File: src/rtl/fc_pkg.sv
// Shared constants, state encoding and helpers for the FC layer controller.
// Imported by fc_feature_buf and fc_layer_ctrl.
package fc_pkg;

  localparam int FC_N_IN      = 8;
  localparam int FC_BIAS_ADDR = 8;
  localparam int FC_ADDR_W    = 4;
  localparam int FC_W_W       = 8;
  localparam int FC_B_W       = 16;
  localparam int FC_ACC_W     = 20;
  localparam int FC_IDX_W     = 3;
  localparam int FC_P_W       = 2 * FC_W_W;

  typedef logic [1:0] fc_state_t;

  localparam fc_state_t ST_LOAD  = 2'd0;
  localparam fc_state_t ST_MAC   = 2'd1;
  localparam fc_state_t ST_DRAIN = 2'd2;
  localparam fc_state_t ST_OUT   = 2'd3;

  // Sign-extend a 16-bit product or bias to accumulator width.
  function automatic logic signed [FC_ACC_W-1:0] sext16(
    input logic signed [FC_P_W-1:0] v
  );
    return {{(FC_ACC_W - FC_P_W){v[FC_P_W-1]}}, v};
  endfunction

endpackage

File: src/rtl/fc_feature_buf.sv
// 8x8-bit feature register file: one synchronous write port,
// one combinational read port. Ports: clk, we, wr_idx, wr_data, rd_idx, rd_data.
module fc_feature_buf
  import fc_pkg::*;
(
  input  logic                       clk,
  input  logic                       we,
  input  logic [FC_IDX_W-1:0]        wr_idx,
  input  logic signed [FC_W_W-1:0]   wr_data,
  input  logic [FC_IDX_W-1:0]        rd_idx,
  output logic signed [FC_W_W-1:0]   rd_data
);

  logic signed [FC_W_W-1:0] mem [FC_N_IN];

  always_ff @(posedge clk) begin
    if (we) begin
      mem[wr_idx] <= wr_data;
    end
  end

  assign rd_data = mem[rd_idx];

endmodule

File: src/rtl/fc_layer_ctrl.sv
// FC layer controller: loads 8 features, MACs them against the weight ROM,
// adds the bias and presents a 20-bit result with valid/ready handshakes.
// Ports: clk, rst, in_valid/in_ready/in_data, rom_addr/rom_weight/rom_bias,
//        out_valid/out_ready/out_data.
module fc_layer_ctrl
  import fc_pkg::*;
#(
  parameter bit RELU_EN = 1'b0
) (
  input  logic                        clk,
  input  logic                        rst,
  input  logic                        in_valid,
  output logic                        in_ready,
  input  logic signed [FC_W_W-1:0]    in_data,
  output logic [FC_ADDR_W-1:0]        rom_addr,
  input  logic signed [FC_W_W-1:0]    rom_weight,
  input  logic signed [FC_B_W-1:0]    rom_bias,
  output logic                        out_valid,
  input  logic                        out_ready,
  output logic signed [FC_ACC_W-1:0]  out_data
);

  fc_state_t                    state;
  logic [FC_IDX_W-1:0]          k;
  logic [FC_ADDR_W-1:0]         addr;
  logic [FC_IDX_W-1:0]          addr_prev;
  logic signed [FC_ACC_W-1:0]   acc;
  logic signed [FC_ACC_W-1:0]   res;

  logic                         buf_we;
  logic signed [FC_W_W-1:0]     feat;
  logic signed [FC_P_W-1:0]     prod;
  logic signed [FC_ACC_W-1:0]   sum_b;
  logic signed [FC_ACC_W-1:0]   final_v;
  logic                         last_addr;

  assign in_ready  = (state == ST_LOAD);
  assign out_valid = (state == ST_OUT);
  assign rom_addr  = addr;
  assign out_data  = res;

  assign buf_we = in_ready && in_valid;

  fc_feature_buf u_buf (
    .clk     (clk),
    .we      (buf_we),
    .wr_idx  (k),
    .wr_data (in_data),
    .rd_idx  (addr_prev),
    .rd_data (feat)
  );

  // rom_weight arriving now belongs to the address presented last cycle,
  // so the feature is read at addr_prev.
  assign prod      = feat * rom_weight;
  assign last_addr = (addr == FC_ADDR_W'(FC_BIAS_ADDR));
  assign sum_b     = acc + sext16(rom_bias);

  always_comb begin
    final_v = sum_b;
    if (RELU_EN && sum_b[FC_ACC_W-1]) begin
      final_v = '0;
    end
  end

  always_ff @(posedge clk) begin
    if (rst) begin
      state     <= ST_LOAD;
      k         <= '0;
      addr      <= '0;
      addr_prev <= '0;
      acc       <= '0;
      res       <= '0;
    end else begin
      case (state)
        ST_LOAD: begin
          if (in_valid) begin
            k <= k + 3'd1;
            if (k == 3'd7) begin
              state <= ST_MAC;
              acc   <= '0;
              addr  <= '0;
            end
          end
        end
        ST_MAC: begin
          addr_prev <= addr[FC_IDX_W-1:0];
          if (!last_addr) begin
            addr <= addr + 4'd1;
          end
          // The first MAC cycle has no weight returned yet.
          if (addr != '0) begin
            acc <= acc + sext16(prod);
          end
          if (last_addr) begin
            state <= ST_DRAIN;
          end
        end
        ST_DRAIN: begin
          acc   <= sum_b;
          res   <= final_v;
          state <= ST_OUT;
        end
        ST_OUT: begin
          if (out_ready) begin
            state <= ST_LOAD;
            k     <= '0;
            addr  <= '0;
          end
        end
        default: begin
          state <= ST_LOAD;
        end
      endcase
    end
  end

endmodule
File: config.mk
export PLATFORM = sky130hd
export DESIGN_NAME = fc_layer_ctrl
export DESIGN_NICKNAME = d
export VERILOG_FILES = /design/src/rtl/fc_pkg.sv /design/src/rtl/fc_feature_buf.sv /design/src/rtl/fc_layer_ctrl.sv
export SDC_FILE = /design/constraint.sdc
export NUM_CORES = 1
export LEC_CHECK = 0
export CORE_MARGIN = 5
export CORE_UTILIZATION = 25
export DETAILED_ROUTE_END_ITERATION = 10
export PLACE_DENSITY_LB_ADDON = 0.15
export SKIP_CTS_REPAIR_TIMING = 1
export SKIP_LAST_GASP = 1
export SLEW_MARGIN = 0
export SYNTH_ARGS = -nofsm -noshare
export SYNTH_HDL_FRONTEND = slang
export SYNTH_SLANG_ARGS = --single-unit
File: constraint.sdc
create_clock -name clk -period 8.8 [get_ports clk]
set_clock_uncertainty 0.1 [all_clocks]
set_input_delay 1.76 -clock clk [delete_from_list [all_inputs] [get_ports clk]]
set_output_delay 1.76 -clock clk [all_outputs]
set_load 0.02 [all_outputs]
# --- Word-level counts from Yosys, hierarchy flattened ---
# Memories as Yosys holds them, arrays and structs flattened. A register that Yosys moved wholly into a read port is not among the register bits.
# Cells that the tools add are included.
word_totals:
  in_bits: 36
  output_inout_bits: 26
  n_memories: 1
  word_cells: 54
  ff_bits: 52
  ramBits: 64
mem_list:
  columns: ["memory", "depth", "word_bits", "rd", "rd_ports_with_merged_regs", "wr", "line_no", "rtl"]
  rows:
  - ["u_buf.mem", 8, 8, 1, 1, 1, "fc_feature_buf.sv:14", "logic signed [FC_W_W-1:0] mem [FC_N_IN];"]
classes:
  add_sub_neg: 4
  multipliers: 1
  n_mux: 21
  eq_ne: 11
  n_reduce_logical: 10
op_table:
  columns: ["op", "n"]
  rows:
  - ["$mux 20", 3]
  - ["$pmux 20 s3", 1]
  - ["$add 20x16->20", 2]
  - ["$mul 8x8->16", 1]
  - ["$mux 4", 4]
  - ["$mux 3", 4]
  - ["$pmux 4 s3", 1]
  - ["$mux 2", 4]
  - ["$ne 2x2->1 const B", 4]
  - ["$pmux 2 s4", 1]
  - ["$reduce_and 4->1", 2]
  - ["$pmux 3 s2", 1]
  - ["$reduce_bool 3->1", 2]
  - ["$reduce_and 5->1", 1]
  - ["$add 4x1->4 const B", 1]
  - ["$eq 2x2->1 const B", 2]
  - ["$eq 4x4->1 const B", 1]
  - ["$ne 2x1->1 const B", 2]
  - ["$reduce_bool 4->1", 1]
  - ["$add 3x1->3 const B", 1]
  - ["$eq 3x3->1 const B", 1]
  - ["$reduce_and 3->1", 1]
  - ["$eq 2x1->1 const B", 1]
  - ["$logic_not 2->1", 1]
  - ["other kinds (3)", 4]

# --- Longest topological paths before layout ---
depth:
  word_depth: 4
  ltp_mapped: 24
  ltp_nobuf: 22

# --- Hierarchy ---
# From an unflattened synthesis, not the netlist that was laid out.
hier_totals:
  hier_cells: 857
  area_unflattened_um2: 9185.1
by_module_without_submodules:
  columns: ["module", "cells_per_inst", "instances", "area_each_um2"]
  rows:
  - ["fc_layer_ctrl", 751, 1, 6653.9]
  - ["fc_feature_buf", 106, 1, 2531.2]

# --- Least setup slack after synthesis ---
# Ideal clock, no wire load.
synth_path:
  path_kind: "input -> register"
  startpoint: "in rom_weight[0]"
  endpoint: "reg acc[16]"
  n_path_buf: 0
  required_time_ns: 8.566
  stages: 17
  setup_slack_ns: 1.658
  arrival_ns: 6.908
  setup_time_ns: 0.134
  cell_sequence: "nor2b_1 -> inv_1 -> fa_1 -> inv_1 -> fa_1 -> fa_1 -> fa_1 -> fa_1 -> ha_1 -> and3_1 -> a21oi_1 -> nand3_1 -> and2_1 -> a211o_1 -> a21oi_1 -> xor2_1 -> o221ai_1"
synth_between:
  elab_chain_len: 4
synth_lines:
  columns: ["item", "line_no", "rtl"]
  rows:
  - ["start, declared", "fc_layer_ctrl.sv:16", "input logic signed [FC_W_W-1:0] rom_weight,"]
  - ["$mul 8x8->16", "fc_layer_ctrl.sv:55", "assign prod = feat * rom_weight;"]
  - ["$add 20x16->20", "fc_layer_ctrl.sv:93", "acc <= acc + sext16(prod);"]
  - ["$mux 20", "fc_layer_ctrl.sv:92", "if (addr != '0) begin"]
  - ["$pmux 20 s3", "fc_layer_ctrl.sv:75", "case (state)"]
  - ["end signal, assigned", "fc_layer_ctrl.sv:93", null]
  - ["end signal, assigned", "fc_layer_ctrl.sv:100", "acc <= sum_b;"]
  - ["end, declared", "fc_layer_ctrl.sv:27", "logic signed [FC_ACC_W-1:0] acc;"]
# No other way between the ends. The select of a mux whose other input is x is not followed.
# A chain may end at the register's enable or synchronous reset.

# --- Final worst setup path ---
# Same ends and word-level chain as after synthesis.

==> impl_metrics.tcl <==
set metrics [dict create \
    hold_viol_final 0 \
    grt_setup_unrepaired "false" \
    detailedRoute.firstPassIterationCount 4 \
    clock_latency_ps 410 \
    syn-instance-count 861 \
    vdd_ir_drop_max_uv 193 \
    slew-limit-headroom_pct 24.4 \
    clock_sink_count 119 \
    synth_enable_flop_cells 64 \
    met3_wirelength_um 565 \
    die_height_um 203 \
    clock_tree_from_tritoncts "built" \
    design.die.area_um2 41100 \
    placed_area_um2 10500 \
    tritoncts.num_buffers 17 \
    critical_path_arrival_ps 7640 \
    yosys.area.top_type "edfxtp_1" \
    routed_via_density 4.42 \
    grt_start_max_net_pins 47 \
    synth_area_leaders "edfxtp_1, fa_1, dfxtp_1, ha_1, inv_1" \
    max_cap_violations 0 \
    dominantRegCellSynth "edfxtp_1" \
    num_io_pins 62 \
    deepest_level_of_the_cts_h_tree 4 \
    post-synth-top-area-fraction_pct 20.7 \
    wl_per_cell_um 17.1 \
    path_class "in2reg" \
    cts_max_path_buffers 2 \
    setup_violations 0 \
    top_layer_used "met4" \
    drt_iter0_drc 300 \
    portBuffers 61 \
    finish.instance_area_um2 11100 \
    fp-row-count 70 \
    netlist-cell-type-count 65 \
    grt_pass1_wl_mm 39.0 \
    route.layer.met1.wl_mm 12.3 \
    power.leakage_nw 4.52 \
    finalCritPeriodShare_pct 84.7 \
    drive_above_1_share_pct 8.60 \
    worst_slew_pin_slew_ps 1100 \
    area.growth.synth_to_final_pct 19.4 \
    seq_area_frac_synth_pct 32.6 \
    drt-total-wl_mm 24.1 \
    synth_area_um2 9290 \
    cp.required_ps 8990 \
    synth_seq_cells 119 \
    first_global_vias 6706 \
    die_width_um 203 \
    final_max_slew_viol_count 0 \
    crit_path_max_fanout 13 \
    clock_tree.root_cell "clkbuf_16" \
    drtAntennaViolNets 0 \
    dr_total_vias 6242 \
    clkSlewWorstSetupHoldPaths_ps 60 \
    worstHoldPathType "reg2reg" \
    synth_nets 1059 \
    powerDensity_nw_per_um2 399 \
    warnings_synthesis 0 \
    place_congestion 0.785 \
    crit_path_end_kind "flip-flop" \
    grt_antenna_before_repair 0 \
    final_nets 1127 \
    yosysMostFrequentCell "inv_1" \
    grt_overflow_total 0 \
    postSynthAreaPerCell_um2 10.8 \
    core_um2 36600 \
    run_status "finished, final reports clean" \
    ys_async_sr_fraction_pct 0 \
    layout_min_cycle_time_ps 7450 \
    dp_hpwl_mm 18.9 \
    floorplan.initialDensity_pct 25.4 \
    fmaxAchievable_mhz 134 \
    synth_commonest_cells "inv_1, fa_1, ha_1, edfxtp_1, nand2_1" \
    worst_setup_path_start_kind "input pin" \
    total_routing_resource_utilization_after_global_routing_pct 12.1 \
    timing.setup.tns_ps 0 \
    post-route-drc-count 0 \
    met2RoutedLength_mm 11.0 \
]
-- final cells by class --
class	count	area, um2
multi-input combinational	611	5770
antenna	1	2.50
fill	3792	25500
inverter	108	405
clock buffer	18	429
sequential	119	3020
tap	468	586
timing repair buffer	72	688
clock inverter	14	174
-- routing by layer --
layer | up-vias | GRT usage (%)
met5 | - | 0
met4 | 0 | 2.55
met3 | 16 | 1.69
met2 | 73 | 19.7
met1 | 3069 | 17.3
li1 | 3084 | -
-- metrics by stage --
stage / total power, mW / cells / util [%] / hold WS, ps / setup slack, ps
floorplan: 2.98 / 861 / - / 353 / 1660
global placement: 3.75 / 1378 / 28.6 / 365 / 991
detailed placement: 3.74 / 1378 / 28.6 / 367 / 920
CTS: 4.51 / 1410 / 30.3 / 376 / 1330
global route: 4.96 / 1410 / 30.3 / 402 / 986
finish: 4.43 / 1411 / 30.3 / 371 / 1350
-- cell usage in the layout, fill, tap and decap left out, types with 22 or more instances in the layout --
master,count
edfxtp_1,64
dfxtp_1,55
nor2_1,50
clkdlybuf4s50_1,60
inv_1,108
ha_1,72
nand2b_1,35
a21oi_1,37
nand2_1,56
xnor2_1,22
fa_1,89
nor2b_1,35
-- where the power goes --
group          total, mW  switching (mW)  internal [mW]
Clock              0.714           0.267          0.447
Combinational       3.08            1.75           1.32
Sequential         0.637          0.0153          0.622
Total               4.43            2.04           2.39
-- worst paths after layout --
check / start / to / slack, ps / cells past startpoint
setup / recovery: rom_weight[0] / acc[16]$_SDFFE_PP0P_ / 1350 / 18
hold / removal: out_data[7]$_SDFFE_PP0P_ / out_data[7]$_SDFFE_PP0P_ / 370 / 2
setup reg to reg: flip-flop / acc[16]$_SDFFE_PP0P_ / 1920 / 20
hold reg to reg: out_data[7]$_SDFFE_PP0P_ / out_data[7]$_SDFFE_PP0P_ / 370 / 2
-- registers in the layout, indices dropped and copies added, names as in the netlist, named ones only --
register,flops
out_data,20
acc,20
addr_prev,3
rom_addr,4
u_buf.mem,64
k,3
state,2
-- worst max-delay path, stage by stage --
cell and delay, ps:
clkdlybuf4s50_1 630, nor2b_2 830, inv_1 140, fa_1 530
inv_1 60, fa_1 480, fa_1 560, fa_1 440
fa_1 380, ha_1 370, and3_1 200, a21oi_1 170
nand3_1 130, and2_1 210, a211o_1 270, a21oi_1 170
xor2_1 180, o221ai_1 130
-- logic make-up (layout without fill, tap and decap cells) --
kind of cell | Yosys count | count (layout) | synth area share (%)
and+or+nand+nor | 244 | 244 | 13.8
DFF | 119 | 119 | 32.6
muxes | 37 | 37 | 6.19
adders and majority gates | 162 | 162 | 29.0
buffers and inverters | 131 | 212 | 5.42
AOI/OAI and AO/OA | 135 | 135 | 9.86
other | 0 | 1 | 0
xor gates and xnor gates | 33 | 33 | 3.11
Note: power is estimated with default switching activity, not from simulation.
==> RTL change 1 (config.mk and constraints unchanged) <==
Change the parameter `RELU_EN` from 1'b0 to 1'b1.
--- a/src/rtl/fc_layer_ctrl.sv
+++ b/src/rtl/fc_layer_ctrl.sv
@@ -6,5 +6,5 @@
   import fc_pkg::*;
 #(
-  parameter bit RELU_EN = 1'b0
+  parameter bit RELU_EN = 1'b1
 ) (
   input  logic                        clk,
Function: no difference found for any inputs over 10 cycles, from zero or initial values and one cycle with rst high; that may be too few to reach the edited logic, so the function may still have changed.
==> RTL change 1 against the unedited design <==
Cell count shrank 0.50%; non-clock buffer count shrank 4; final area is essentially flat; routed wire length shrank 2.1%; count of clock-buffer cells in the layout is the same; setup slack gained 0.31 ns; area after synthesis grew 0.30%; sequential cell count shrank 1; total power shrank 9.3%; largest power group unchanged; highest routed layer unchanged.
==> RTL change 1: results (changes against the unedited design) <==
Multi-input gate area=5823 sq um (was 5774 sq um); Largest Register=u_buf.mem (unchanged); Distinct cells, synth=69 (was 65); top cells by area, synth=edfxtp_1, fa_1, dfxtp_1 (unchanged); Worst path top cell family by delay=adder cells (unchanged); synthesized-area fraction occupied by adder cells=28.94% (was 29.03%); total CTS buffers=17 (unchanged); vias in the first global route=6843 (was 6706); Non-Filler Instances=1404 (was 1411); mux share of post-synthesis cell area=5.844% (was 6.185%); clock latency on the worst-skew pair=0.44 ns (was 0.41 ns); Place WS=1.305 ns (was 0.9197 ns); maximum clock path buffer count=2 (unchanged); ys async rst share=0% (unchanged); First DRT Iteration DRCs=296 (was 300); max reg flops=64 (unchanged); gpl congestion=0.7535 (was 0.7848); Max FO, Critical Path=8 (was 13); Synth Area in Compound Gates=11.04% (was 9.864%); global-route wire length before repair=38.74 mm (was 39.05 mm); Main synth FF type=edfxtp_1 (unchanged); Worst VDD drop=0.2597 mV (was 0.1926 mV); slowest stage cell, crit path=clkdlybuf4s50_1 (was nor2b_2); Layout fillers=3797 (was 3792); initial antenna violation count=0 (unchanged); DR vias/cell=4.527 (was 4.424); Pre-antenna DRT Iters=5 (was 4); largest net degree at the start of global routing=31 (was 47); Post-synth EDFFs=64 (unchanged); CP peak stage delay=0.63 ns (was 0.83 ns); Seq/Total Area, Yosys=32.25% (was 32.56%); crit path DAT=7.36 ns (was 7.64 ns); Net count, final=1120 (was 1127); gr usage total=12.07% (was 12.12%); layout cells sized above 1=8.128% (was 8.599%); clock slew at reported path FFs=0.06 ns (about the same); Placed Cells incl. Taps=1371 (was 1378); synth warn=0 (unchanged); Clock H-tree levels=4 (unchanged); status=finished clean (unchanged); Rel. slew slack=18.83% (was 24.35%); PortBufs=60 (was 61); most frequent cells after synthesis=inv_1, fa_1, ha_1 (unchanged); Final Hold Viols=0 (unchanged); Avg Inst Size Synth=10.87 sq um (was 10.78 sq um); Area after DPL=10480 sq um (about the same); Leak=4.518 nW (was 4.525 nW); Synth Area in XOR/XNOR=3.090% (was 3.113%); average wire per standard cell=16.78 microns (was 17.05 microns); Root Driver=clkbuf_16 (unchanged); post-synth top area share=20.64% (was 20.70%); Min-Delay Path Class=reg -> reg (unchanged); DP Wirelength=18.88 mm (was 18.91 mm)
[RTL change 1: changes by cell type after synthesis, moves of 4 or more]
cell / delta
nand2b_1: -10
o31ai_1: +10
a32o_1: +8
a21oi_1: -6
a22oi_1: -5
nand2_1: -5
nand3_1: +5
o21a_1: +5
o21ai_0: -5
xnor2_1: -5
nor3_1: +4
[RTL change 1: cell type report]
cell class	instances	share of cell area [%]
multi-input cells	608	52.56
flip-flops and latches	118	27.11
repair buffers	68	5.963
well taps	468	5.286
clock buffers	18	3.874
inverters	109	3.693
clock inverters	14	1.491
diodes	1	0.02259
[RTL change 1: layer usage]
metal	track usage [%]	up-vias	wire length, microns
met3	2.156	13	657
met2	20.02	51	11790
met5	0	-	0
li1	-	3112	-
met1	16.31	3180	10860
met4	3.201	0	258
[RTL change 1: logic make-up after synthesis]
kind of cell | count (synthesis)
xor gates and xnor gates | 32
buffers and inverters | 131
DFF | 118
and+or+nand+nor | 238
AOI/OAI and AO/OA | 141
other | 1
adders and majority gates | 162
muxes | 34
[RTL change 1: path summary, 6_finish.rpt]
kind              depth (start not counted)  slack, ns          end           from
setup / recovery                         17       1.66      acc[17]  rom_weight[0]
hold / removal                            2       0.36  out_data[7]    out_data[7]
setup reg to reg                         18       1.79      acc[17]      flip-flop
hold reg to reg                           2       0.36  out_data[7]    out_data[7]
[RTL change 1: where the power goes]
| part | total (mW) | internal (mW) | switching [mW] |
|---|---|---|---|
| logic | 2.68 | 1.19 | 1.49 |
| registers | 0.626 | 0.612 | 0.0138 |
| clock network | 0.709 | 0.425 | 0.284 |
[RTL change 1: tightest hold or removal path, stage by stage, from the launching register on]
cell	delay, ns
dfxtp_1	0.33
nand2_1	0.05
o31ai_1	0.05
==> RTL change 2 (config.mk and constraints unchanged) <==
Made on the original files. Make the reset (`rst`) asynchronous in one clocked block.
--- a/src/rtl/fc_layer_ctrl.sv
+++ b/src/rtl/fc_layer_ctrl.sv
@@ -64,5 +64,5 @@
   end
 
-  always_ff @(posedge clk) begin
+  always_ff @(posedge clk or posedge rst) begin
     if (rst) begin
       state     <= ST_LOAD;
Function: differs if rst is asserted again (counterexample within 10 cycles, from zero or initial values and one cycle with rst high); with rst held inactive, the same outputs for 10 cycles.
==> RTL change 2 against the unedited design <==
Global-route usage fell by 0.080 points; cell count fell by 3.2%; utilization barely moved; setup slack improved by 0.47 ns; area after synthesis rose by 0.19%; sequential cell count fell by 3; fmax rose by 6.7%; routed wire length fell by 0.89%; final area rose by 0.38%; synthesized cell count fell by 5.5%; largest cell class unchanged.
Power is not shown: default switching activity piles up to over one toggle a cycle in this logic, so the estimate is an artifact.
==> RTL change 2: results (changes against the unedited design) <==
CP peak stage delay=0.65 ns (was 0.83 ns); via count=6003 (was 6242); First DRT Iteration DRCs=194 (was 300); slowest stage cell, crit path=clkdlybuf4s50_1 (was nor2b_2); Rel. slew slack=33.25% (was 24.35%); Area after DPL=10490 sq um (was 10480 sq um); PortBufs=61 (unchanged); fmax=143.1 MHz (was 134.2 MHz); total CTS buffers=17 (unchanged); gpl congestion=0.7489 (was 0.7848); most frequent cells after synthesis=inv_1, fa_1, ha_1 (unchanged); syn_nets=1012 (was 1059); Layout fillers=3777 (was 3792); gr usage total=12.04% (was 12.12%); largest net degree at the start of global routing=53 (was 47); initial antenna violation count=1 (was 0); final wirelength=23.85 mm (was 24.06 mm); diode count=0 (was 1); Place WS=1.372 ns (was 0.9197 ns); Worst path top cell family by delay=adder cells (unchanged); DP Wirelength=18.66 mm (was 18.91 mm); final hold slack=0.4148 ns (was 0.3714 ns); Largest Register=u_buf.mem (unchanged); Max FO, Critical Path=13 (unchanged); status=finished clean (unchanged); Synth Instances=814 (was 861); global-route wire length before repair=38.53 mm (was 39.05 mm); Setup-failing EPs final=0 (unchanged); max reg flops=64 (unchanged); maximum clock path buffer count=2 (unchanged); ys async rst share=44.83% (was 0%); top cells by area, synth=edfxtp_1, fa_1, dfrtp_1 (was edfxtp_1, fa_1, dfxtp_1); Clock H-tree levels=4 (unchanged); Post-synth EDFFs=64 (unchanged); DRC=0 (unchanged); Pre-antenna DRT Iters=4 (unchanged); clock slew at reported path FFs=0.06 ns (about the same); Synth-to-Final Area Change=19.58% (was 19.35%); crit path DAT=7.21 ns (was 7.64 ns); Distinct cells, synth=64 (was 65); Min-Delay Path Class=reg -> reg (unchanged); Net count, final=1083 (was 1127); Reg2Reg Setup Slack=1.89 ns (was 1.92 ns); grt total ovfl=0 (unchanged); Seq/Total Area, Yosys=34.65% (was 32.56%); Root Driver=clkbuf_16 (unchanged); Placed Cells incl. Taps=1334 (was 1378); Non-Filler Instances=1366 (was 1411); clock latency on the worst-skew pair=0.42 ns; synth warn=0 (unchanged); layout cells sized above 1=11.36% (was 8.599%); vias in the first global route=6587 (was 6706)
RTL change 2: cell types whose count changed after synthesis, sizes merged, moves of 7 or more:
cell,change
dfxtp,-55
clkbuf,-9
and3,-7
dfrtp,+52
mux2,+9
nand2b,-10
mux2i,-10
inv,+14
o21ai,+22
xnor2,+9
nor2,-24
RTL change 2: worst paths after layout:
check | start | endpoint | depth (start not counted)
worst max-delay path | rom_weight[0] | acc[17] | 19
worst min-delay path | out_data[2] | out_data[2] | 1
worst max register to register | addr_prev[0] | acc[17] | 19
worst min register to register | out_data[2] | out_data[2] | 1
max in group asynchronous | rst | out_data[13] | 3
min in group asynchronous | rst | out_data[2] | 3
RTL change 2: final cells by class:
type / count / area share [%]
clock buffer: 19 / 3.892
clock inverter: 13 / 1.777
tap: 468 / 5.264
timing repair buffer: 68 / 5.961
multi-input combinational: 560 / 50.02
inverter: 122 / 4.117
sequential: 116 / 28.97
RTL change 2: cell families (layout without fill, tap and decap cells):
| group | after synthesis | after routing | share of synthesized area (%) |
|---|---|---|---|
| AO/OA/AOI/OAI | 145 | 145 | 10.75 |
| XOR/XNOR | 38 | 38 | 3.578 |
| adder cells (fa/ha/maj) | 162 | 162 | 28.97 |
| buffers and inverters | 138 | 222 | 5.703 |
| flip-flops | 116 | 116 | 34.65 |
| multiplexers | 36 | 36 | 6.564 |
| AND/OR/NAND/NOR | 179 | 179 | 9.792 |
RTL change 2: layer usage:
metal,vias up,part of all wire [%],global-route usage (%),routed length [microns]
met5,-,0,0,0
met4,0,1.6,3.516,391
met3,22,2.5,1.869,589
met2,77,48,20.12,11420
met1,2981,48,16.20,11450
li1,2923,-,-,-
